[src/rtl/step_sequencer_if.sv]
// Instruction handshake between the issuing stage (master) and the step sequencer (slave).
interface step_sequencer_if #(
   parameter int RW = 3
);
   logic          instr_valid;
   logic          instr_ready;
   logic [1:0]    instr_op;
   logic [RW-1:0] instr_rx;
   logic [RW-1:0] instr_ry;

   modport master (
      output instr_valid,
      output instr_op,
      output instr_rx,
      output instr_ry,
      input  instr_ready
   );

   modport slave (
      input  instr_valid,
      input  instr_op,
      input  instr_rx,
      input  instr_ry,
      output instr_ready
   );
endinterface

[src/rtl/step_sequencer.sv]
// Instruction-level control sequencer: accepts one instruction, restarts the one-hot
// step counter and decodes each step into datapath strobes; flags protocol faults.
module step_sequencer #(
   parameter int STEPS = 5,
   parameter int RW    = 3
) (
   input  logic             clock,
   input  logic             reset,
   step_sequencer_if.slave  instr,
   input  logic [STEPS-1:0] step,
   output logic             step_restart,
   output logic [RW-1:0]    wr_sel,
   output logic [RW-1:0]    rd_sel,
   output logic             ctl_reg_in,
   output logic             ctl_reg_out,
   output logic             ctl_din_out,
   output logic             ctl_a_in,
   output logic             ctl_g_in,
   output logic             ctl_g_out,
   output logic             alu_sub,
   output logic             done,
   output logic             err
);

   localparam int IW = $clog2(STEPS);

   localparam logic [1:0] S_IDLE   = 2'd0;
   localparam logic [1:0] S_EXEC   = 2'd1;
   localparam logic [1:0] S_FINISH = 2'd2;
   localparam logic [1:0] S_ERROR  = 2'd3;

   localparam logic [1:0] OP_LOAD = 2'b00;
   localparam logic [1:0] OP_MOVE = 2'b01;
   localparam logic [1:0] OP_ADD  = 2'b10;
   localparam logic [1:0] OP_SUB  = 2'b11;

   logic [1:0]    state_q, state_d;
   logic [1:0]    op_q, op_d;
   logic [RW-1:0] rx_q, rx_d;
   logic [RW-1:0] ry_q, ry_d;
   logic [IW-1:0] idx_q, idx_d;

   logic          step_onehot;
   logic [IW-1:0] step_idx;
   logic [IW-1:0] last_idx;
   logic          step_bad;
   logic          is_last;
   logic          accept;
   logic          exec_ok;

   // Step vector analysis: one-hot test plus index of the set bit.
   always_comb begin
      step_idx    = '0;
      step_onehot = (step != '0) && ((step & (step - STEPS'(1))) == '0);
      for (int unsigned i = 0; i < STEPS; i++) begin
         if (step[i]) begin
            step_idx = IW'(i);
         end
      end
   end

   assign last_idx = op_q[1] ? IW'(2) : '0;
   // Skipping forward within the op is tolerated; going backwards or past the end is not.
   assign step_bad = !step_onehot || (step_idx > last_idx) || (step_idx < idx_q);
   assign is_last  = step_onehot && (step_idx == last_idx);
   assign accept   = (state_q == S_IDLE) && instr.instr_valid;
   assign exec_ok  = (state_q == S_EXEC) && !step_bad;

   always_comb begin
      state_d = state_q;
      op_d    = op_q;
      rx_d    = rx_q;
      ry_d    = ry_q;
      idx_d   = idx_q;
      case (state_q)
         S_IDLE: begin
            if (instr.instr_valid) begin
               state_d = S_EXEC;
               op_d    = instr.instr_op;
               rx_d    = instr.instr_rx;
               ry_d    = instr.instr_ry;
               idx_d   = '0;
            end
         end
         S_EXEC: begin
            if (step_bad) begin
               state_d = S_ERROR;
            end else if (is_last) begin
               state_d = S_FINISH;
            end else begin
               idx_d = step_idx + IW'(1);
            end
         end
         S_FINISH: state_d = S_IDLE;
         default:  state_d = S_ERROR;
      endcase
   end

   always_ff @(posedge clock) begin
      if (reset) begin
         state_q <= S_IDLE;
         op_q    <= '0;
         rx_q    <= '0;
         ry_q    <= '0;
         idx_q   <= '0;
      end else begin
         state_q <= state_d;
         op_q    <= op_d;
         rx_q    <= rx_d;
         ry_q    <= ry_d;
         idx_q   <= idx_d;
      end
   end

   always_comb begin
      wr_sel      = rx_q;
      rd_sel      = ry_q;
      ctl_reg_in  = 1'b0;
      ctl_reg_out = 1'b0;
      ctl_din_out = 1'b0;
      ctl_a_in    = 1'b0;
      ctl_g_in    = 1'b0;
      ctl_g_out   = 1'b0;
      alu_sub     = 1'b0;
      if (exec_ok) begin
         case (op_q)
            OP_LOAD: begin
               ctl_din_out = 1'b1;
               ctl_reg_in  = 1'b1;
            end
            OP_MOVE: begin
               ctl_reg_out = 1'b1;
               ctl_reg_in  = 1'b1;
            end
            OP_ADD, OP_SUB: begin
               alu_sub = op_q[0];
               case (step_idx)
                  IW'(0): begin
                     ctl_reg_out = 1'b1;
                     rd_sel      = rx_q;
                     ctl_a_in    = 1'b1;
                  end
                  IW'(1): begin
                     ctl_reg_out = 1'b1;
                     ctl_g_in    = 1'b1;
                  end
                  default: begin
                     ctl_g_out  = 1'b1;
                     ctl_reg_in = 1'b1;
                  end
               endcase
            end
            default: ;
         endcase
      end
   end

   assign instr.instr_ready = (state_q == S_IDLE);
   assign step_restart      = accept && !reset;
   assign done              = (state_q == S_FINISH);
   assign err               = (state_q == S_ERROR);

endmodule
[src/flat_wrapper.sv]
// flat-port wrapper written by rule: the top's interface ports become plain ports
module step_sequencer_flat 
#(
   parameter int STEPS = 5,
   parameter int RW    = 3
)
  (clock, reset, step, step_restart, wr_sel, rd_sel, ctl_reg_in, ctl_reg_out, ctl_din_out, ctl_a_in, ctl_g_in, ctl_g_out, alu_sub, done, err, instr_instr_valid, instr_instr_op, instr_instr_rx, instr_instr_ry, instr_instr_ready);
  step_sequencer_if #(.RW(RW)) instr_i ();
  input  logic clock;
  input  logic reset;
  input  logic [STEPS-1:0] step;
  output logic step_restart;
  output logic [RW-1:0] wr_sel;
  output logic [RW-1:0] rd_sel;
  output logic ctl_reg_in;
  output logic ctl_reg_out;
  output logic ctl_din_out;
  output logic ctl_a_in;
  output logic ctl_g_in;
  output logic ctl_g_out;
  output logic alu_sub;
  output logic done;
  output logic err;
  input wire logic [$bits(instr_i.instr_valid)-1:0] instr_instr_valid;
  input wire logic [$bits(instr_i.instr_op)-1:0] instr_instr_op;
  input wire logic [$bits(instr_i.instr_rx)-1:0] instr_instr_rx;
  input wire logic [$bits(instr_i.instr_ry)-1:0] instr_instr_ry;
  output wire logic [$bits(instr_i.instr_ready)-1:0] instr_instr_ready;
  assign instr_i.instr_valid = instr_instr_valid;
  assign instr_i.instr_op = instr_instr_op;
  assign instr_i.instr_rx = instr_instr_rx;
  assign instr_i.instr_ry = instr_instr_ry;
  assign instr_instr_ready = instr_i.instr_ready;
  step_sequencer #(.STEPS(STEPS), .RW(RW)) u_core (.clock(clock), .reset(reset), .instr(instr_i), .step(step), .step_restart(step_restart), .wr_sel(wr_sel), .rd_sel(rd_sel), .ctl_reg_in(ctl_reg_in), .ctl_reg_out(ctl_reg_out), .ctl_din_out(ctl_din_out), .ctl_a_in(ctl_a_in), .ctl_g_in(ctl_g_in), .ctl_g_out(ctl_g_out), .alu_sub(alu_sub), .done(done), .err(err));
endmodule
[config.mk]
export PLATFORM = sky130hd
export DESIGN_NAME = step_sequencer_flat
export DESIGN_NICKNAME = d
export VERILOG_FILES = /design/src/rtl/step_sequencer_if.sv /design/src/rtl/step_sequencer.sv /design/src/flat_wrapper.sv
export SDC_FILE = /design/constraint.sdc
export NUM_CORES = 1
export LEC_CHECK = 0
export ABC_AREA = 1
export CAP_MARGIN = 20
export CORE_MARGIN = 2
export CORE_UTILIZATION = 48
export CTS_CLUSTER_DIAMETER = 120
export DETAILED_ROUTE_END_ITERATION = 6
export PLACE_DENSITY = 0.84
export SYNTH_ARGS = -nofsm -noshare
export SYNTH_HDL_FRONTEND = slang
export SYNTH_SLANG_ARGS = --single-unit
[constraint.sdc]
create_clock -name clock -period 2.75 [get_ports clock]
set_input_delay 0.275 -clock clock [delete_from_list [all_inputs] [get_ports clock]]
set_output_delay 0.275 -clock clock [all_outputs]
set_load 0.01 [all_outputs]
==> metrics.yaml, run 1 <==
critical_path:
  crit_required_ns: 2.48
  slowest_stage: "clkdlybuf4s50_1"
  startpoint_type: "primary input"
  crit_family: "buffers and inverters"
  crit_top_cell: "o21ai_0"
  worst-path-buf-inv: 4
  r2r_cells: 9
  critPathMaxStageDelay_ns: 0.50
  crit_arrival_ns: 2.31
  path_class: "in -> out"
  cp.depth: 14
  r2r_slack_ns: 1.03
  crit_chain: "clkdlybuf4s50_1 > nor2_2 > nor2_1 > inv_1 > ha_1 > nand3_2 > nand2_1 > nand2_2 > nor2_8 > nand2_4 > inv_4 > o21ai_0 > o21ai_0 > dlygate4sd2_1"
  end_kind: "output pin"
  path_max_fanout: 7
logic_synthesis:
  synth_fp_nets: 167
  ys.flop_type: "dfxtp_1"
  syn-cell-area_sq_um: 943
  yosysUniqueCellTypes: 20
  synth_commonest_cells: "nand2_1 (29), nor2_1 (26), inv_1 (17), o21ai_0 (16), dfxtp_1 (13)"
  synth_top_area_frac: 0.276
  yosysTopAreaCell: "dfxtp_1"
  netlist_top_cells_area: "dfxtp_1 (28%), nand2_1 (12%), nor2_1 (10%), o21ai_0 (8.5%), inv_1 (6.8%)"
  yosysMostFrequentCell: "nand2_1"
  ys_ff_latch: 13
  avgSynthCellArea_sq_um: 6.46
  synth_edf_count: 0
  async_reset_ff_frac: 0
  syn_inst: 146
  yosysSeqAreaShare: 0.276
  ys_warn_count: 0
final_layout:
  layout.nets: 213
  stdcell_count: 218
  diodes: 0
  area_growth_pct: 46.3
  final_layout_size_suffix_gt1_frac: 0.178
  design_area_sq_um: 1380
  fill_cells: 166
  seq_area_sq_um: 260
  multiInputGateArea_sq_um: 592
sta:
  fin_crit_sh: 0.939
  rsz0062_at_grt: "no"
  finalSetupViolations: 0
  whs_ns: 0.490
  worst_pin_slew_ns: 0.299
  setup_tns_ns: 0
  fin_skew_ns: 0.00659
  slew_violations: 0
  timing.final.crit_period_ns: 2.58
  maxSlewHeadroom: 0.800
  clock.fmax_mhz: 387
  finalHoldViolCount: 0
  layout_setup_ws_ns: 0.169
clocking:
  clock_latency_ns: 0.27
  cts_buffers: 3
  cts_root_buf: "clkbuf_4"
  h-tree-depth: 1
  cts_setup_buffers: 0
  cts_sinks: 13
  cts_tree: "built"
  clk_pin_slew_ns: 0.07
  clock_path_buffers: 2
min_path:
  hold_path_class: "reg -> reg"
  hold-path-cell-count: 2
placed_design:
  io_buffers: 32
  gp_congestion: 0.852
  dp_slack_ns: -0.145
  placed_cells: 214
  placed_area_sq_um: 1370
  dp_hpwl_um: 1920
floorplanning:
  ios: 33
  die_x_um: 48.3
  core.rowCount: 16
  die_area_sq_um: 2340
  initial_utilization: 0.496
  core_sq_um: 1900
  die_y_um: 48.3
grt:
  grt_max_degree: 17
  antenna_found_initial: 0
  first_global_vias: 1042
  grt_remaining_overflow: 0
  grt_pass1_wl_um: 4200
  grt_use_total: 0.221
detailed_routing:
  drt_first_pass_iters: 7
  wl_per_cell_um: 10.9
  drc_errors: 0
  antenna_left: 0
  avgViaCountPerCell: 4.89
  wl_um: 2380
  drt_iter0_markers: 20
  vias: 1066
flow_run:
  max_cap_viol_count: 0
power:
  vdd_drop_max_mv: 0.349
  power.leakage_nw: 0.699
  p_per_area_nw_per_um2: 363
outcome:
  outcome: "finished clean"
final timing paths:
path                                       from               to
worst max register to register   u_core.op_q[1]  u_core.idx_q[1]
worst max-delay path                    step[2]        rd_sel[1]
worst min register to register  u_core.idx_q[2]  u_core.idx_q[2]
worst min-delay path            u_core.idx_q[2]  u_core.idx_q[2]
routing by layer:
metal	wire [um]	global-route usage
met5	0	0
met4	36	0.114
met3	75	0.0185
met2	1250	0.421
met1	1020	0.241
cell usage in the layout (no fill, tap or decap):
cell,n
a21boi_0,1
a21oi_1,11
buf_4,11
clkbuf_1,1
clkbuf_2,2
clkbuf_4,3
clkdlybuf4s50_1,22
dfxtp_1,13
dlygate4sd2_1,7
dlymetal6s2s_1,1
ha_1,5
inv_1,17
inv_2,3
inv_4,1
nand2_1,29
nand2_2,3
nand2_4,2
nand3_1,6
nand3_2,1
nand3_4,2
nor2_1,26
nor2_2,4
nor2_8,1
nor3_1,2
o21ai_0,16
o21ai_2,1
kinds of logic (layout without fill, tap and decap cells):
family / after synthesis / in the layout / synth area share
buffers and inverters: 23 / 68 / 0.0968
AO/OA/AOI/OAI: 29 / 29 / 0.160
flip-flops: 13 / 13 / 0.276
adder cells (fa/ha/maj): 5 / 5 / 0.0663
AND/OR/NAND/NOR: 76 / 76 / 0.401
registers in the layout (all words and copies together), names as in the netlist:
signal / flops
u_core.idx_q: 3
u_core.ry_q: 3
u_core.wr_sel: 3
u_core.op_q: 2
u_core.state_q: 2
power by group:
group          leakage [nW]  internal [W]  switching (W)
clock                0.0150     0.0000562      0.0000590
sequential            0.108      0.000205      0.0000145
combinational         0.576     0.0000785      0.0000884
total                 0.699      0.000340       0.000162
metrics by stage:
step           total power, W  utilization
3_5_place_dp         0.000393        0.720
3_3_place_gp         0.000386        0.720
2_1_floorplan        0.000316            -
4_1_cts              0.000507        0.728
5_1_grt              0.000534        0.726
6_report             0.000501        0.726
tightest hold or removal path: stages (launching register included):
cell and delay [ns]:
dfxtp_1 0.33, nor2_1 0.05, nor2_2 0.08
repair_timing:
item | 4_1_cts | 5_1_grt
resized for setup | 9 | 6
hold buffers | 0 | 0
endpoints found under the setup margin | 9 | 3
layout make-up:
| class | instances | area share |
|---|---|---|
| tap | 27 | 0.0245 |
| timing repair buffer | 43 | 0.280 |
| inverter | 21 | 0.0589 |
| sequential | 13 | 0.189 |
| clock buffer | 4 | 0.0190 |
| multi-input combinational | 110 | 0.429 |
No activity file was read; power rests on OpenSTA's default activity.
==> inputs of run 2 (changes only) <==
CORE_UTILIZATION = 44   (was 48)
PLACE_DENSITY = 0.78   (was 0.84)
clock period = 2.62 ns   (was 2.75 ns; I/O delays follow)
==> metrics.yaml, run 2 (synthesized netlist as in run 1, its figures left out) <==
detailed_routing:
  drc_errors: 0
  avgViaCountPerCell: 4.93
  vias: 1094
  drt_first_pass_iters: 4
  wl_um: 2450
  antenna_left: 0
  wl_per_cell_um: 11.0
  drt_iter0_markers: 27
clocking:
  postCtsHoldBufs: 0
  clock_path_buffers: 2
  cts_sinks: 13
  cts_buffers: 3
  cts_setup_buffers: 0
  cts_tree: "built"
  clock_latency_ns: 0.28
  h-tree-depth: 1
  cts_root_buf: "clkbuf_4"
  clk_pin_slew_ns: 0.07
floorplanning:
  core_sq_um: 2000
  initial_utilization: 0.471
  core.rowCount: 16
  die_y_um: 50.3
  die_area_sq_um: 2530
  die_x_um: 50.3
  ios: 33
power:
  p_per_area_nw_per_um2: 382
  pwr-share-seq: 0.431
  power.leakage_nw: 0.694
  pwr-share-comb: 0.340
  vdd_drop_max_mv: 0.304
  power_frac_clock: 0.229
  swShare: 0.324
  p_int_w: 0.000361
  p_switching_w: 0.000173
sta:
  maxSlewHeadroom: 0.805
  timing.final.crit_period_ns: 2.47
  slew_violations: 0
  finalHoldViolCount: 0
  clock.fmax_mhz: 405
  worst_pin_slew_ns: 0.293
  fin_crit_sh: 0.942
  setup_tns_ns: 0
  fin_skew_ns: 0.000708
  rsz0062_at_grt: "no"
  finalSetupViolations: 0
flow_run:
  max_cap_viol_count: 0
final_layout:
  fin_util: 0.698
  final_layout_size_suffix_gt1_frac: 0.215
  layout.nets: 217
  layout_commonest_cell: "nand2_1"
  final_cell_mix: "nand2_1 (29), nor2_1 (25), clkdlybuf4s50_1 (22)"
  area_growth_pct: 48.1
  diodes: 0
placed_design:
  dp_hpwl_um: 2000
  gp_congestion: 0.895
  io_buffers: 32
critical_path:
  path_max_fanout: 7
  crit_required_ns: 2.36
  reg2reg_to: "u_core.idx_q[1]"
  end_kind: "output pin"
  r2r_cells: 9
  rr_startpoint: "u_core.op_q[1]"
  crit_arrival_ns: 2.21
  path_class: "in -> out"
  startpoint_type: "primary input"
  r2r_slack_ns: 0.94
min_path:
  hp-start: "u_core.idx_q[0]"
  hold-path-cell-count: 2
  hold_path_class: "reg -> reg"
  min_to: "u_core.idx_q[0]"
grt:
  grt_pass1_wl_um: 4410
  grt_max_degree: 17
  first_global_vias: 1103
  grt_remaining_overflow: 0
  grt_use_total: 0.223
  antenna_found_initial: 0
outcome:
  outcome: "finished clean"
## run 2: cell types whose count changed in the layout (fill, tap and decap cells not counted)
cell	previous run	this run
buf_2	0	1
o21ai_1	0	2
dlygate4sd2_1	7	5
clkbuf_2	2	4
nor2_2	4	5
buf_4	11	15
dlymetal6s2s_1	1	0
nor2_1	26	25
o21ai_0	16	14
## run 2: worst max-delay path by stage
stage             from         to  slack, ns  cells past startpoint
5_1_grt        step[2]  rd_sel[0]       0.03                     14
2_1_floorplan  step[2]  rd_sel[0]       0.78                     11
4_1_cts        step[2]  rd_sel[0]     0.0006                     14
3_5_place_dp   step[3]  rd_sel[0]      -0.27                     14
6_report       step[2]   ctl_a_in       0.15                     12
3_3_place_gp   step[2]  rd_sel[1]      -0.13                     14
## run 2: worst max-delay path: stages
cell and delay, ns:
clkdlybuf4s50_1 0.50, nor2_2 0.06, nor2_2 0.10, inv_1 0.07, ha_1 0.29, nand3_2 0.08
nand2_1 0.08, nand2_2 0.09, nor2_8 0.13, nand2_4 0.08, nor3_1 0.15, dlygate4sd2_1 0.29
## run 2: timing repair
action | 4_1_cts | 5_1_grt
setup endpoints to repair | 10 | 5
endpoints found under the hold margin | 0 | 0
resized for setup | 10 | 15
## run 2: routing by layer
metal | vias to the layer above | global-route usage | wire (um)
met5 | - | 0 | 0
met4 | 0 | 0.117 | 74
met3 | 9 | 0.0179 | 165
met2 | 40 | 0.417 | 1220
met1 | 482 | 0.248 | 983
li1 | 563 | - | -
## run 2: cell type report
class,instances,area (sq um)
repair buffers,47,402
well taps,27,33.8
inverters,21,81.3
clock buffers,4,26.3
multi-input cells,110,594
fillers,184,604
flip-flops and latches,13,260
## run 2: power groups by stage
stage	Clock, W	Sequential, W	Combinational [W]
2_1_floorplan	0	0.000232	0.0000993
3_3_place_gp	0	0.000234	0.000178
3_5_place_dp	0	0.000235	0.000184
4_1_cts	0.000126	0.000230	0.000183
5_1_grt	0.000128	0.000232	0.000207
6_report	0.000122	0.000230	0.000181
## run 2: through the flow
stage	total power, W	area, sq um	hold WS (ns)	std cells	setup WS, ns
after floorplan	0.000332	943	0.327	146	0.781
after global placement	0.000411	1400	0.463	218	-0.127
after detailed placement	0.000419	1400	0.473	218	-0.274
after CTS	0.000538	1410	0.491	222	0.000649
after global routing	0.000568	1400	0.515	222	0.0314
final	0.000533	1400	0.485	222	0.151
